### config.mk
export PLATFORM = sky130hd
export DESIGN_NAME = nmea_uart_rx
export DESIGN_NICKNAME = d
export VERILOG_FILES = /design/src/rtl/nmea_uart_rx.sv
export SDC_FILE = /design/constraint.sdc
export NUM_CORES = 1
export LEC_CHECK = 0
export BUFFER_PORTS_ARGS = -buffer_cell sky130_fd_sc_hd__buf_2
export CORE_ASPECT_RATIO = 0.8
export CORE_MARGIN = 2
export CORE_UTILIZATION = 68
export CTS_CLUSTER_SIZE = 28
export DETAILED_ROUTE_END_ITERATION = 7
export GPL_ROUTABILITY_DRIVEN = 0
export PLACE_DENSITY = 0.85
export SLEW_MARGIN = 10
export SYNTH_ARGS = -nofsm -noshare
export SYNTH_HDL_FRONTEND = slang
export SYNTH_SLANG_ARGS = --single-unit
### constraint.sdc
create_clock -name clk -period 8.7 [get_ports clk]
set_clock_uncertainty 0.15 [all_clocks]
set_input_delay 0.435 -clock clk [delete_from_list [all_inputs] [get_ports clk]]
set_output_delay 0.435 -clock clk [all_outputs]
set_load 0.005 [all_outputs]
### src/rtl/nmea_uart_rx.sv
// NMEA-0183 receiver: 8N1 UART front end feeding a sentence parser that
// buffers the body between '$' and '*', verifies the XOR checksum and holds
// the completed sentence until the consumer acknowledges it.
module nmea_uart_rx #(
  parameter int CLK_HZ  = 50000000,
  parameter int BAUD    = 9600,
  parameter int MAX_LEN = 82
) (
  input  logic       clk,
  input  logic       reset,
  input  logic       rxd,
  output logic       byte_valid,
  output logic [7:0] byte_data,
  output logic       framing_err,
  output logic       overflow,
  output logic       overrun,
  output logic       sent_valid,
  output logic       sent_ok,
  output logic [6:0] sent_len,
  input  logic       sent_ack,
  input  logic [6:0] rd_addr,
  output logic [7:0] rd_data
);

  localparam int DIV  = CLK_HZ / BAUD;
  localparam int HALF = DIV / 2;
  localparam int CW   = $clog2(DIV + 1);
  localparam logic [CW-1:0] DIV_M1  = CW'(DIV - 1);
  localparam logic [CW-1:0] HALF_M1 = CW'(HALF - 1);
  localparam logic [6:0]    MAXL    = 7'(MAX_LEN);

  typedef enum logic [1:0] {U_IDLE, U_START, U_DATA, U_STOP} u_state_t;
  typedef enum logic [2:0] {P_IDLE, P_BODY, P_CK1, P_CK2, P_EOL, P_LOCK} p_state_t;

  // Returns {is_hex_digit, nibble}; only upper-case hex is legal in NMEA.
  function automatic logic [4:0] hex_nib(input logic [7:0] c);
    logic [7:0] t;
    t = 8'h00;
    if (c >= 8'h30 && c <= 8'h39) begin
      t = c - 8'h30;
      return {1'b1, t[3:0]};
    end else if (c >= 8'h41 && c <= 8'h46) begin
      t = c - 8'h37;
      return {1'b1, t[3:0]};
    end
    return 5'b0_0000;
  endfunction

  // ---------------- synchronizer ----------------
  logic sync1_q, rxd_s, rxd_prev_q;

  // Two-flop synchronizer plus one delayed copy for falling-edge detection.
  always_ff @(posedge clk or posedge reset) begin
    if (reset) begin
      sync1_q    <= 1'b1;
      rxd_s      <= 1'b1;
      rxd_prev_q <= 1'b1;
    end else begin
      sync1_q    <= rxd;
      rxd_s      <= sync1_q;
      rxd_prev_q <= rxd_s;
    end
  end

  // ---------------- UART ----------------
  u_state_t      u_state_q, u_state_d;
  logic [CW-1:0] cnt_q, cnt_d;
  logic [2:0]    bit_q, bit_d;
  logic [7:0]    shreg_q, shreg_d;
  logic          bv_q, bv_d;
  logic [7:0]    bd_q, bd_d;
  logic          fe_q, fe_d;

  // UART state register.
  always_ff @(posedge clk or posedge reset) begin
    if (reset) begin
      u_state_q <= U_IDLE;
      cnt_q     <= '0;
      bit_q     <= 3'd0;
      shreg_q   <= 8'h00;
      bv_q      <= 1'b0;
      bd_q      <= 8'h00;
      fe_q      <= 1'b0;
    end else begin
      u_state_q <= u_state_d;
      cnt_q     <= cnt_d;
      bit_q     <= bit_d;
      shreg_q   <= shreg_d;
      bv_q      <= bv_d;
      bd_q      <= bd_d;
      fe_q      <= fe_d;
    end
  end

  // UART next state: mid-start check rejects glitches, then one sample per bit period.
  always_comb begin
    u_state_d = u_state_q;
    cnt_d     = cnt_q + 1'b1;
    bit_d     = bit_q;
    shreg_d   = shreg_q;
    bv_d      = 1'b0;
    bd_d      = bd_q;
    fe_d      = 1'b0;
    case (u_state_q)
      U_IDLE: begin
        cnt_d = '0;
        if (rxd_prev_q && !rxd_s) u_state_d = U_START;
      end
      U_START: begin
        if (cnt_q == HALF_M1) begin
          cnt_d = '0;
          bit_d = 3'd0;
          u_state_d = rxd_s ? U_IDLE : U_DATA;
        end
      end
      U_DATA: begin
        if (cnt_q == DIV_M1) begin
          cnt_d   = '0;
          shreg_d = {rxd_s, shreg_q[7:1]};
          if (bit_q == 3'd7) u_state_d = U_STOP;
          else               bit_d = bit_q + 3'd1;
        end
      end
      U_STOP: begin
        if (cnt_q == DIV_M1) begin
          cnt_d     = '0;
          u_state_d = U_IDLE;
          if (rxd_s) begin
            bv_d = 1'b1;
            bd_d = shreg_q;
          end else begin
            fe_d = 1'b1;
          end
        end
      end
      default: u_state_d = U_IDLE;
    endcase
  end

  // ---------------- parser ----------------
  p_state_t   p_state_q, p_state_d;
  logic [6:0] len_q, len_d;
  logic [7:0] csum_q, csum_d;
  logic [7:0] ck_q, ck_d;
  logic       ovf_q, ovf_d;
  logic       ovr_q, ovr_d;
  logic       sv_q, sv_d;
  logic       ok_q, ok_d;
  logic [6:0] slen_q, slen_d;
  logic       we;
  logic [4:0] hx;
  logic [7:0] mem [128];
  logic [7:0] rd_data_q;

  // Parser state register.
  always_ff @(posedge clk or posedge reset) begin
    if (reset) begin
      p_state_q <= P_IDLE;
      len_q     <= 7'd0;
      csum_q    <= 8'h00;
      ck_q      <= 8'h00;
      ovf_q     <= 1'b0;
      ovr_q     <= 1'b0;
      sv_q      <= 1'b0;
      ok_q      <= 1'b0;
      slen_q    <= 7'd0;
    end else begin
      p_state_q <= p_state_d;
      len_q     <= len_d;
      csum_q    <= csum_d;
      ck_q      <= ck_d;
      ovf_q     <= ovf_d;
      ovr_q     <= ovr_d;
      sv_q      <= sv_d;
      ok_q      <= ok_d;
      slen_q    <= slen_d;
    end
  end

  // Parser next state: LOCK freezes the buffer until acknowledged; '$' restarts elsewhere.
  always_comb begin
    p_state_d = p_state_q;
    len_d     = len_q;
    csum_d    = csum_q;
    ck_d      = ck_q;
    ovf_d     = 1'b0;
    ovr_d     = 1'b0;
    sv_d      = sv_q;
    ok_d      = ok_q;
    slen_d    = slen_q;
    we        = 1'b0;
    hx        = hex_nib(bd_q);
    if (p_state_q == P_LOCK) begin
      if (bv_q) ovr_d = 1'b1;
      if (sent_ack) begin
        sv_d      = 1'b0;
        p_state_d = P_IDLE;
      end
    end else if (bv_q) begin
      if (bd_q == 8'h24) begin
        p_state_d = P_BODY;
        len_d     = 7'd0;
        csum_d    = 8'h00;
      end else begin
        case (p_state_q)
          P_BODY: begin
            if (bd_q == 8'h2A) begin
              p_state_d = P_CK1;
            end else if (len_q == MAXL) begin
              ovf_d     = 1'b1;
              p_state_d = P_IDLE;
            end else begin
              we     = 1'b1;
              csum_d = csum_q ^ bd_q;
              len_d  = len_q + 7'd1;
            end
          end
          P_CK1: begin
            if (hx[4]) begin
              ck_d[7:4] = hx[3:0];
              p_state_d = P_CK2;
            end else begin
              p_state_d = P_IDLE;
            end
          end
          P_CK2: begin
            if (hx[4]) begin
              ck_d[3:0] = hx[3:0];
              p_state_d = P_EOL;
            end else begin
              p_state_d = P_IDLE;
            end
          end
          P_EOL: begin
            if (bd_q == 8'h0A) begin
              sv_d      = 1'b1;
              ok_d      = (ck_q == csum_q);
              slen_d    = len_q;
              p_state_d = P_LOCK;
            end else if (bd_q != 8'h0D) begin
              p_state_d = P_IDLE;
            end
          end
          default: ;
        endcase
      end
    end
  end

  // Sentence body buffer; not reset, contents beyond sent_len are don't-care.
  always_ff @(posedge clk) begin
    if (we) mem[len_q] <= bd_q;
  end

  // Registered read port, one cycle latency.
  always_ff @(posedge clk or posedge reset) begin
    if (reset) rd_data_q <= 8'h00;
    else       rd_data_q <= mem[rd_addr];
  end

  assign byte_valid  = bv_q;
  assign byte_data   = bd_q;
  assign framing_err = fe_q;
  assign overflow    = ovf_q;
  assign overrun     = ovr_q;
  assign sent_valid  = sv_q;
  assign sent_ok     = ok_q;
  assign sent_len    = slen_q;
  assign rd_data     = rd_data_q;

endmodule

## After elaboration in Yosys (flattened, before gate mapping)

Memory sizes are Yosys's and may differ from the RTL's. A register that Yosys moved wholly into a read port is not among the register bits.
Index checks and enable logic that the tools add are counted.

| storage, ports and cells | value |
|---|---|
| bits in writable memories | 1,024 |
| input port bits | 11 |
| word-level logic and storage cells | 150 |
| output and inout port bits | 29 |
| memories kept | 1 |
| register bits after elaboration | 76 |

| cells by class | value |
|---|---|
| magnitude comparators | 4 |
| reductions and logical operators | 22 |
| equality and inequality tests | 29 |
| add/sub/neg operators | 5 |
| mux-type cells | 66 |
| bitwise gates (word level) | 3 |

Memory list:

| name | words | bits a word | rd ports | clocked after Yosys merged registers in | write ports | line | RTL |
|---|---|---|---|---|---|---|---|
| mem | 128 | 8 | 1 | 1 | 1 | 152 | `logic [7:0] mem [128];` |

Operators by type and width:

| kind | number |
|---|---|
| case mux 13 bit (3 select lines) | 1 |
| two-way mux 3 bit | 12 |
| AND reduction 5 bit | 7 |
| two-way mux 8 bit | 4 |
| two-way mux 1 bit | 30 |
| two-way mux 7 bit | 4 |
| two-way mux 13 bit | 2 |
| != test 2 bit, second input constant | 10 |
| equality test 8 x 6 -> 1 bit, second input constant | 2 |
| two-way mux 5 bit | 3 |
| two-way mux 2 bit | 7 |
| adder 13 x 1 -> 13 bit, second input constant | 1 |
| equality test 13 x 12 -> 1 bit, second input constant | 1 |
| equality test 13 bit, second input constant | 1 |
| case mux 3 bit (4 select lines) | 1 |
| != test 5 bit, second input constant | 2 |
| nonzero test 2 bit | 5 |
| equality test 3 bit, second input constant | 3 |
| equality test 8 x 4 -> 1 bit, second input constant | 1 |
| equality test 8 bit | 1 |
| greater-or-equal comparator 8 x 6 -> 1 bit, second input constant | 1 |
| greater-or-equal comparator 8 x 7 -> 1 bit, second input constant | 1 |
| <= comparator 8 x 6 -> 1 bit, second input constant | 1 |
| <= comparator 8 x 7 -> 1 bit, second input constant | 1 |
| 22 further kinds | 27 |

## Logic depth before layout (Yosys ltp)

| depth | value |
|---|---|
| depth in word-level cells | 10 |
| mapped depth | 9 |
| gate-level depth less buffers | 8 |

## Worst setup path before layout

OpenSTA, ideal clock, no wires.

| timing path | value |
|---|---|
| kind | reg2reg |
| start | register bd_q[0] (netlist: byte_data[0]) |
| end | memory mem[104][0] (enable) |
| slack | 4,171 ps |
| data arrival time | 4,009 ps |
| cell stages (with the launch flop) | 9 |
| library setup time | 370 ps |
| period minus slack after synthesis | 4,529 ps |
| path buffers | 0 |
| required time | 8,180 ps |
| cell sequence | dfrtp_1 -> inv_1 -> ha_1 -> and3b_1 -> o21ai_0 -> nand3_1 -> nor3b_1 -> nand3_1 -> nor2_1 |

| between the ends | value |
|---|---|
| word-level cells in the longest chain between the ends | 8 |
| elaborated cells on any way between the ends | 9 |
| classes of those cells | eq/ne (2); mux (7) |

RTL lines:

| item | line | RTL |
|---|---|---|
| from (decl) | 71 | `logic [7:0] bd_q, bd_d;` |
| from (signal assigned) | 82 | `bd_q <= 8'h00;` |
| from (signal assigned) | 90 | `bd_q <= bd_d;` |
| equality test 8 x 6 -> 1 bit | 207 | `if (bd_q == 8'h2A) begin` |
| two-way mux 1 bit | 207 |  |
| two-way mux 1 bit | 205 | `case (p_state_q)` |
| two-way mux 1 bit (*) | 200 | `if (bd_q == 8'h24) begin` |
| two-way mux 1 bit (*) | 199 | `end else if (bv_q) begin` |
| two-way mux 1 bit (*) | 193 | `if (p_state_q == P_LOCK) begin` |
| two-way mux 1 bit (*) | 252 | `if (we) mem[len_q] <= bd_q;` |
| two-way mux 1 bit (implied by the code) (*) | 252 |  |
| to (decl) | 152 |  |

Mark *: on every way between the ends. The rest lies on a longest branch, timed or not.

## Final worst setup path

| timing path | value |
|---|---|
| start | register bd_q[1] (netlist: byte_data[1]) |
| end | memory mem[120][3] (enable) |

The elaborated chain is that of the path after synthesis.

==> flow_summary_export.csv <==
group,metric,value,unit
run_status,status,"complete, no violations",
logic_synthesis,syn-instance-count,1961,
critical_path,cp_max_fo,94,
logic_synthesis,synth-seq-cells,1108,
placement,dp_slack,4.124,ns
critical_path,reg2reg_slack,3.66,ns
pwr,peakVddDrop,0.1965,mV
logic_synthesis,synth_edf_count,1024,
route,drc_errors,0,
global_routing,grt_pass1_vias,22090,
critical_path,end_kind,"flip-flop",
cts,cts_sinks,1108,
sta,finalWorstSetupSlack,3.655,ns
critical_path,cpLargestDelayFamily,"simple AND/OR/NAND/NOR gates",
sta,fmax,198.2,MHz
placement,dp_hpwl,59030,um
route,drtIter0Drc,3440,
logic_synthesis,synth_cell_types,47,
final_layout,area_growth,9.745,%
sta,tns,0,ns
logic_synthesis,syn_area_per_cell,22.08,sq um
critical_path,r2r-start,"byte_data[1]",
cts,clk_pin_slew,0.07,ns
sta,fin_crit_sh,57.98,%
route,vias_per_cell,7.406,
sta,slew_viol_final,0,
sta,tightestPinTransition,1.183,ns
floorplanning,die_x,286.2,um
cts,cts_buffers,97,
route,dr.pass1.iters,7,
logic_synthesis,synth_ff_type,"edfxtp_1",
global_routing,antenna_found_initial,8,
critical_path,crit_arrival,5.18,ns
floorplanning,initial_utilization,68.97,%
placement,io_buffers,39,
cts,clockBufferDepth,3,
critical_path,cp_cell_sequence,"inv_1 -> ha_1 -> and3b_1 -> o21ai_0 -> nand3_1 -> nor2_1 -> nand3_1 -> nor2_1",
global_routing,grt_pass1_wl,159800,um
sta,setup_violations,0,
floorplanning,rows,82,
min_path,min_from,"rd_addr[5]",
critical_path,required,8.84,ns
route,wl_per_cell,37.48,um
min_path,hold_path.class,"primary input to flip-flop",
critical_path,slowest_stage,"dfrtp_4",
route,vias,21790,
logic_synthesis,syn_nets,1982,
logic_synthesis,async_reset_ff_share,7.581,%
final_layout,mostFrequentLayoutCells,"edfxtp_1, mux4_2, nor2_1",
floorplanning,pin_count,40,
job,cap_violations,0,
cts,hold_buffers,3,
final_layout,drive_above_1_share,28.14,%
floorplanning,dieArea,0.06573,sq mm
placement,dp_cells,2757,
global_routing,grt_max_degree,161,
sta,rsz0062_at_grt,"no",
sta,post-route-min-period,5.045,ns
cts,cts_resized,0,
floorplanning,die_h,229.7,um
final_layout,finalNonFillerCells,2942,
logic_synthesis,synth-seq-area-share,75.86,%
cts,clkLatencyLatePin,0.66,ns
pwr,leakagePower,12.38,nW
pwr,powerDensity,216.9,mW/mm^2
cts,cts_max_level,3,
critical_path,crit_start,"byte_data[1]",
critical_path,path_buf_inv,1,
critical_path,slowest_delay,1.07,ns
sta,slew_headroom,20.54,%
cts,post_cts_buffers,0,
critical_path,crit_end,"mem[120][3]",
cts,cts_tree,"built",
logic_synthesis,yosysWarnings,0,
cts,ctsRootBufferMaster,"clkbuf_16",
logic_synthesis,synthesis.area,0.04331,sq mm
global_routing,grt_use_total,34.78,%
critical_path,reg2reg_depth,8,
critical_path,start_kind,"flip-flop",
route,wl,110300,um
route,ant_nets,0,
sta,finalHoldViolCount,0,
critical_path,crit_cells,8,
critical_path,worstSetupPathType,"flip-flop to flip-flop",
global_routing,grt-ovfl-total,0,
critical_path,timing.rr.end,"mem[120][3]",
floorplanning,coreArea,0.06279,sq mm
final_layout,final_common_cell,"edfxtp_1",
final_layout,nets,2040,
[metal layers]
metal	share of wire (%)	track usage, %	wire length, um	up-vias
li1	-	-	-	8258
met1	34	47.24	37620	11370
met2	51	57.45	55970	1800
met3	11	6.528	11830	352
met4	4.4	13.37	4801	8
met5	0.050	0	55	-
[sequential cells by signal, indices dropped and copies added (netlist names), 7 cells and up, named ones only]
signal,cells
mem,1024
cnt_q,13
byte_data,8
ck_q,8
csum_q,8
rd_data,8
shreg_q,8
len_q,7
sent_len,7
[final cells by class]
class / count / area (sq um)
inverter: 10 / 38.79
clock inverter: 58 / 573.1
timing repair buffer: 64 / 437.9
clock buffer: 119 / 2562
tap: 840 / 1051
sequential: 1108 / 32890
fill: 3073 / 15260
antenna: 5 / 12.51
multi-input combinational: 738 / 9967
[worst register-to-register path, cell delays in order (launching register included)]
cell     delay (ns)
dfrtp_4        1.07
inv_1          0.26
ha_1           0.27
and3b_1        0.20
o21ai_0        0.32
nand3_1        0.24
nor2_1         0.84
nand3_1        0.50
nor2_1         0.83
[report_power, final]
| group | total (mW) | internal [mW] | switching (mW) |
|---|---|---|---|
| sequential | 5.75 | 5.74 | 0.0114 |
| combinational | 0.198 | 0.0796 | 0.118 |
| clock | 4.36 | 2.40 | 1.96 |
[metrics by stage]
stage | util, % | power (mW) | area, sq um | hold slack (ns)
2_1_floorplan | - | 6.025 | 43310 | 0.1952
3_3_place_gp | 70.63 | 6.056 | 44350 | 0.1969
3_5_place_dp | 70.63 | 6.061 | 44350 | 0.1969
4_1_cts | 75.67 | 10.32 | 47520 | 0.04263
5_1_grt | 75.67 | 10.48 | 47520 | 0.06691
6_report | 75.69 | 10.31 | 47530 | 0.08986
[cells by family (layout without fill, tap and decap cells)]
group	after synthesis	after routing	synth area share (%)
muxes	377	377	18.54
and+or+nand+nor	284	284	2.961
adders and majority gates	10	10	0.2889
other	0	5	0
buffers and inverters	115	251	1.144
AOI/OAI and AO/OA	35	35	0.5547
xor gates and xnor gates	32	32	0.6472
DFF	1108	1108	75.86
[synth_stat cells (9+ instances only)]
master,n,area share [%]
edfxtp_1,1024,71
mux4_2,336,17
nor2_1,168,1.5
dfrtp_1,81,4.7
clkbuf_1,57,0.49
mux2_2,41,1.1
nand2_1,31,0.27
buf_2,21,0.24
nand3_1,21,0.24
xor2_1,21,0.42
buf_1,20,0.17
nor2b_1,12,0.17
xnor2_1,11,0.22
ha_1,10,0.29
inv_1,10,0.087
nor4_1,9,0.13
[worst min-delay path by stage]
stage | endpoint | depth (start not counted)
3_3_place_gp | rxd_s | 0
6_report | rd_data[4] | 2
2_1_floorplan | rxd_s | 0
3_5_place_dp | rxd_s | 0
4_1_cts | rd_data[4] | 2
5_1_grt | rd_data[4] | 2
Power figures use the tool's default switching activity.
